$ cat config.mk
export PLATFORM = sky130hd
export DESIGN_NAME = interrupt_request_service
export DESIGN_NICKNAME = d
export VERILOG_FILES = /design/src/rtl/interrupt_request_service.sv
export SDC_FILE = /design/constraint.sdc
export NUM_CORES = 1
export LEC_CHECK = 0
export CORE_ASPECT_RATIO = 0.9
export CORE_MARGIN = 5
export CORE_UTILIZATION = 40
export CTS_CLUSTER_DIAMETER = 30
export DETAILED_ROUTE_END_ITERATION = 6
export PLACE_DENSITY = 0.67
export SLEW_MARGIN = 20
export SYNTH_ARGS = -nofsm -noshare
export SYNTH_HDL_FRONTEND = slang
export SYNTH_SLANG_ARGS = --single-unit
$ cat constraint.sdc
create_clock -name clk -period 11.4 [get_ports clk]
set_input_delay 1.71 -clock clk [delete_from_list [all_inputs] [get_ports clk]]
set_output_delay 1.71 -clock clk [all_outputs]
set_load 0.01 [all_outputs]
$ cat src/rtl/interrupt_request_service.sv
`default_nettype none
// ============================================================================
// Module   : interrupt_request_service
// Purpose  : Interrupt front end of the 8259A-style PIC. This block samples the
//            IR lines into the interrupt request register (IRR) and holds the
//            in-service register (ISR). It also runs the rotating priority
//            resolver that feeds the control logic.
// Revision : 1.0 - initial release
//
// Ports
//   clk                       system clock; all state updates on negedge
//   reset                     asynchronous, active-high
//   init                      ICW_1 write strobe, synchronous re-init
//   LTIM                      1 = level-triggered, 0 = edge-triggered
//   ir_in[7:0]                external IR0..IR7 request lines
//   interrupt_mask[7:0]       IMR, 1 = masked
//   EOI[7:0]                  one-hot ISR bits to clear this cycle
//   freeze                    hold IRR against IR-line changes during INTA
//   latch_in_service          copy current `interrupt` into ISR
//   clear_interrupt_request   IRR bits to clear this cycle
//   priority_rotate[2:0]      lowest-priority level
//   interrupt[7:0]            one-hot winning request, or 0
//   highest_level_in_service  one-hot highest-priority ISR bit, or 0
//   irr[7:0], isr[7:0]        register contents for the read path
//
// Build option
//   IR_INPUT_SYNC_EN : when defined, ir_in goes through a 2-flop negedge
//                      synchroniser. This adds 2 cycles of request latency.
// ============================================================================
module interrupt_request_service #(
  parameter int IR_WIDTH = 8
) (
  input  logic                clk,
  input  logic                reset,
  input  logic                init,
  input  logic                LTIM,
  input  logic [IR_WIDTH-1:0] ir_in,
  input  logic [IR_WIDTH-1:0] interrupt_mask,
  input  logic [IR_WIDTH-1:0] EOI,
  input  logic                freeze,
  input  logic                latch_in_service,
  input  logic [IR_WIDTH-1:0] clear_interrupt_request,
  input  logic [2:0]          priority_rotate,
  output logic [IR_WIDTH-1:0] interrupt,
  output logic [IR_WIDTH-1:0] highest_level_in_service,
  output logic [IR_WIDTH-1:0] irr,
  output logic [IR_WIDTH-1:0] isr
);

  localparam logic [IR_WIDTH-1:0] ALL_ONES = '1;

  logic [IR_WIDTH-1:0] ir_s;
  logic [IR_WIDTH-1:0] prev_ir;

  // --------------------------------------------------------------------------
  // IR input conditioning
  // --------------------------------------------------------------------------
`ifdef IR_INPUT_SYNC_EN
  logic [IR_WIDTH-1:0] ir_sync1;
  logic [IR_WIDTH-1:0] ir_sync2;

  // Reset to ones so lines already high out of reset do not look like edges.
  // init deliberately leaves these flops alone.
  always_ff @(negedge clk or posedge reset) begin
    if (reset) begin
      ir_sync1 <= ALL_ONES;
      ir_sync2 <= ALL_ONES;
    end else begin
      ir_sync1 <= ir_in;
      ir_sync2 <= ir_sync1;
    end
  end

  assign ir_s = ir_sync2;
`else
  assign ir_s = ir_in;
`endif

  // --------------------------------------------------------------------------
  // Rotation helpers. The vector is doubled so that a zero shift needs no
  // special case.
  // --------------------------------------------------------------------------
  function automatic logic [IR_WIDTH-1:0] rot_right(input logic [IR_WIDTH-1:0] v,
                                                    input logic [2:0]          n);
    logic [2*IR_WIDTH-1:0] dbl;
    dbl = {v, v} >> n;
    return dbl[IR_WIDTH-1:0];
  endfunction

  function automatic logic [IR_WIDTH-1:0] rot_left(input logic [IR_WIDTH-1:0] v,
                                                   input logic [2:0]          n);
    logic [2*IR_WIDTH-1:0] dbl;
    dbl = {v, v} << n;
    return dbl[2*IR_WIDTH-1:IR_WIDTH];
  endfunction

  // Isolate the lowest set bit (two's-complement trick).
  function automatic logic [IR_WIDTH-1:0] lowest_bit(input logic [IR_WIDTH-1:0] v);
    return v & (~v + IR_WIDTH'(1));
  endfunction

  // --------------------------------------------------------------------------
  // Priority resolver
  // --------------------------------------------------------------------------
  logic [2:0]          rot_amt;
  logic [IR_WIDTH-1:0] req;
  logic [IR_WIDTH-1:0] req_rot_win;
  logic [IR_WIDTH-1:0] isr_rot_win;
  logic [IR_WIDTH-1:0] req_win;

  // The 3-bit add wraps, which gives (priority_rotate + 1) mod 8.
  assign rot_amt     = priority_rotate + 3'd1;
  assign req         = irr & ~interrupt_mask;
  assign req_rot_win = lowest_bit(rot_right(req, rot_amt));
  assign isr_rot_win = lowest_bit(rot_right(isr, rot_amt));
  assign req_win     = rot_left(req_rot_win, rot_amt);

  assign highest_level_in_service = rot_left(isr_rot_win, rot_amt);

  // Both winners are one-hot in the rotated frame. A numerically smaller
  // value therefore means a strictly higher priority. Requests at or below
  // the current service level are blocked (fully nested mode).
  assign interrupt = ((isr_rot_win == '0) || (req_rot_win < isr_rot_win)) ? req_win : '0;

  // --------------------------------------------------------------------------
  // Next-state terms
  // --------------------------------------------------------------------------
  logic [IR_WIDTH-1:0] irr_set;
  logic [IR_WIDTH-1:0] irr_next;
  logic [IR_WIDTH-1:0] isr_next;

  assign irr_set = LTIM ? ir_s : (~prev_ir & ir_s);

  // A set requires ir_s high, so set and line-low clear never collide. An
  // explicit clear from the control logic overrides everything else.
  assign irr_next = (freeze ? irr : ((irr | irr_set) & ir_s)) & ~clear_interrupt_request;

  // The latch is applied after EOI, so a simultaneous latch wins on that bit.
  assign isr_next = (isr & ~EOI) | (latch_in_service ? interrupt : '0);

  // --------------------------------------------------------------------------
  // State
  // --------------------------------------------------------------------------
  always_ff @(negedge clk or posedge reset) begin
    if (reset) begin
      irr     <= '0;
      isr     <= '0;
      prev_ir <= ALL_ONES;
    end else if (init) begin
      irr     <= '0;
      isr     <= '0;
      prev_ir <= ALL_ONES;
    end else begin
      prev_ir <= ir_s;
      irr     <= irr_next;
      isr     <= isr_next;
    end
  end

endmodule
`default_nettype wire

### After elaboration in Yosys (flattened, before gate mapping)

Cells that the tools add are included.

* register bits: 24
* output and inout port bits: 32
* input port bits: 41
* word-level logic and storage cells: 35

* reductions and logical operators: 2
* add/sub/neg operators: 3
* bitwise gates (word level): 15
* magnitude comparators: 1
* mux-type cells: 7
* shift operators: 4

Operators with widths (count)
* 8-bit AND: 7
* 8-bit 2-to-1 mux: 7
* 8-bit NOT: 6
* 16-bit by 3-bit left shift with 16-bit output: 2
* 16-bit by 3-bit >> shifter with 8-bit output: 2
* 8-bit by 1-bit adder with 8-bit output, second input constant: 2
* 8-bit bitwise OR: 2
* 8-bit zero test: 1
* 8-bit < comparator: 1
* 3-bit by 1-bit adder with 3-bit output, second input constant: 1
* 1-bit logical OR: 1

### Logic depth before layout (Yosys ltp)

Gate-level depths: netlist of run 1.

* depth in word-level cells: 12
* gate-level depth with buffers: 16
* gate-level depth less buffers: 14

==> summary.txt, run 1 <==
Run status
  – Status: complete, no violations

Floorplan
  – I/O pins: 73
  – Die Span X: 101 um
  – Core Region: 7430 um2
  – Cell Rows: 30
  – Die Area: 9340 um2
  – Die Y: 92.2 um
  – Initial Util: 40.4%

Clocking
  – Reg clk slew, reported paths: 0.06 ns
  – CTS Buf Count: 3
  – Longest Clk Path Bufs: 2
  – Clock Sink Count: 24
  – Clk_lat worst skew: 0.33 ns
  – CTS tree: done
  – H-tree depth: 1
  – Clock root buffer: clkbuf_8

Detailed routing
  – DRT Pass-1 Iters: 4
  – DRC marker count from the first detailed-route iteration: 173
  – ANT nets after route: 0
  – Vias per std cell: 6.02
  – Vias: 3301
  – WL/cell: 18.4 um
  – Drt total wl: 10.1 mm
  – DRC errors left: 0

Timing
  – Hold Fails Final Rpt: 0
  – Slew headroom: 35.2%
  – Clock Skew: 0.0568 ns
  – Final setup margin: 0.193 ns
  – Hold slack final: 0.636 ns
  – Max Slew Vio Count: 0
  – Slew @ Worst Pin: 0.969 ns
  – Final setup viols: 0

Worst setup path
  – Critical Path RT: 5.81 ns
  – Crit start category: primary input
  – CP arrival: 5.62 ns
  – Critical path peak fanout: 8
  – Crit path from: priority_rotate[0]
  – R2R Path End: isr[0]
  – Reg2reg start: irr[7]
  – Critical Path Most Common Cell: buf_4
  – Crit path to: isr[0]
  – Critical Path Max Stage Delay: 0.58 ns
  – R2r worst-path depth: 15
  – CP max-delay cell: mux4_2
  – Setup slack, reg-to-reg: 7.84 ns
  – Setup CP Type: in2reg
  – Cell-by-cell listing of the critical path: clkdlybuf4s50_1 -> ha_2 -> xor2_4 -> mux4_2 -> mux2_2 -> nand4_1 -> buf_4 -> nor2_1 -> ha_1 -> nand4_1 -> o211ai_1 -> nor3b_2 -> buf_4 -> o21ai_1 -> buf_4 -> a21o_1 -> a31oi_1
  – Crit end category: register

Finish
  – # diodes: 0
  – Share of cells above drive strength 1: 23.5%
  – Design Area, Final: 4200 um2
  – Final net count: 502
  – Post-layout util: 56.5%
  – Syn-to-layout area delta: 40.0%

Hold path
  – Hold Crit Depth: 2
  – Hold Path Class: reg2reg

Pwr
  – Pwr/cell area: 88.6 nW/um2
  – LEAKAGE: 1.77 nW
  – Peak VDD IR: 0.0702 mV
  – Pwr Total: 372 uW

Place
  – Detailed Place HPWL: 7.78 mm
  – Dpl cell area: 3910 um2
  – Gpl congestion: 0.963
  – Port Buffers: 72
  – Setup WS pre-CTS: -0.00471 ns

Synthesis
  – Post-synthesis sequential area ratio: 20.3%
  – Post-synthesis instance area: 3000 um2
  – Cell variety after synth: 57
  – Ys async rst share: 100%
  – Yosys reg bits: 24
  – Net Count, Synth: 408
  – Top_reg_cell synth: dfrtn_1
  – Warnings, synthesis: 0
  – Post-synth EDFFs: 0
  – Synth Area per Inst: 8.36 um2
  – Post-Syn Instances: 359

Global routing
  – Initial antenna violation count: 0
  – First-pass GRT wire length: 16.0 mm
  – Aggregate global-route resource usage: 21.0%
  – Vias in the first global route: 3104
  – Overflow after GRT: 0
  – Largest net degree at the start of global routing: 45

Flow run
  – Max-cap violations: 0
[cell usage in the layout (no fill, tap or decap), drive strengths merged, types with 13 or more instances in the layout]
master,n
nand2,27
nor3,15
mux4,17
dfrtn,16
clkdlybuf4s50,64
o21ai,18
a21oi,19
mux2i,17
nor2,44
inv,13
buf,35
[sequential cells by signal, indices dropped and copies added (netlist names)]
signal,flops
isr,8
prev_ir,8
irr,8
[layer usage]
layer,global-route usage [%],vias up,wire length [um]
met3,3.35,9,723
met4,2.99,0,83
li1,-,1546,-
met1,31.6,1604,4590
met2,32.2,142,4690
met5,0,-,0
[Yosys cell counts, types with 3 or more instances]
master	n	share of area [%]
a21o_1	5	1.3
a21oi_1	19	3.2
a31oi_1	3	0.63
buf_2	4	0.67
clkbuf_1	17	2.1
dfrtn_1	16	13
dfstp_2	8	7.0
ha_1	8	3.3
inv_1	5	0.63
mux2_2	7	2.6
mux2i_1	16	5.3
mux4_2	17	13
nand2_1	27	3.4
nand2b_1	11	2.3
nand3_1	11	1.8
nand3b_1	3	0.75
nand4_1	4	0.83
nor2_1	44	5.5
nor2b_1	8	1.7
nor3_1	15	2.5
nor3b_1	10	2.5
nor4_1	11	2.3
o211ai_1	10	2.5
o21a_1	4	1.0
o21ai_0	17	2.8
o31ai_1	4	1.0
o41ai_1	4	1.2
or2_2	8	1.7
or3b_2	7	2.0
[cell families after synthesis]
| logic type | Yosys count | share of synthesized area (%) |
|---|---|---|
| and+or+nand+nor | 167 | 29.4 |
| AOI/OAI and AO/OA | 85 | 19.8 |
| muxes | 42 | 21.7 |
| buffers and inverters | 31 | 4.42 |
| DFF | 24 | 20.3 |
| adders and majority gates | 8 | 3.33 |
| xor gates and xnor gates | 2 | 1.08 |
[report_power, final]
group | switching [mW] | leakage [nW] | internal [mW]
logic | 0.108 | 1.40 | 0.102
clock network | 0.0351 | 0.0683 | 0.0288
registers | 0.00583 | 0.304 | 0.0918
total | 0.149 | 1.77 | 0.223
[layout make-up]
type,count,area (um2)
fillers,671,3230
multi-input cells,304,2360
repair buffers,107,1010
flip-flops and latches,24,611
well taps,96,120
clock buffers,3,41.3
clock inverters,9,38.8
inverters,5,18.8
[how the worst min path moves through the flow]
stage                     from     end
finish                  irr[4]  irr[4]
global route            irr[2]  irr[2]
CTS                     irr[2]  irr[2]
detailed placement  prev_ir[6]  irr[6]
global placement        irr[2]  irr[2]
floorplan           prev_ir[6]  irr[6]
[through the flow]
| stage | instances | setup TNS [ns] |
|---|---|---|
| after floorplan | 359 | 0 |
| after global placement | 526 | 0 |
| after detailed placement | 526 | -0.00753 |
| after CTS | 539 | 0 |
| after global routing | 548 | -0.0145 |
| final | 548 | 0 |
[critical path, delay by kind of cell]
kind                     cells  cell delay, ns
AND/OR/NAND/NOR              4            0.45
buffers and inverters        4            1.01
AO/OA/AOI/OAI                4            0.64
XOR/XNOR                     1            0.26
adder cells (fa/ha/maj)      2            0.63
multiplexers                 2            0.91
[repair_timing]
action,CTS,global route
pin swaps,1,1
endpoints found under the setup margin,8,11
hold buffers,0,0
setup buffers,2,9
gates resized for setup,3,26
(Power assumes the default switching activity.)
==> run 2, diff against run 1 <==
--- a/config.mk
+++ b/config.mk
@@ -9,6 +9,7 @@
 export CORE_MARGIN = 5
 export CORE_UTILIZATION = 40
 export CTS_CLUSTER_DIAMETER = 30
+export CTS_CLUSTER_SIZE = 28
 export DETAILED_ROUTE_END_ITERATION = 6
 export PLACE_DENSITY = 0.67
 export SLEW_MARGIN = 20
==> results of run 2 <==
Same layout as run 1: the final DEF is identical, and so are final timing and power.
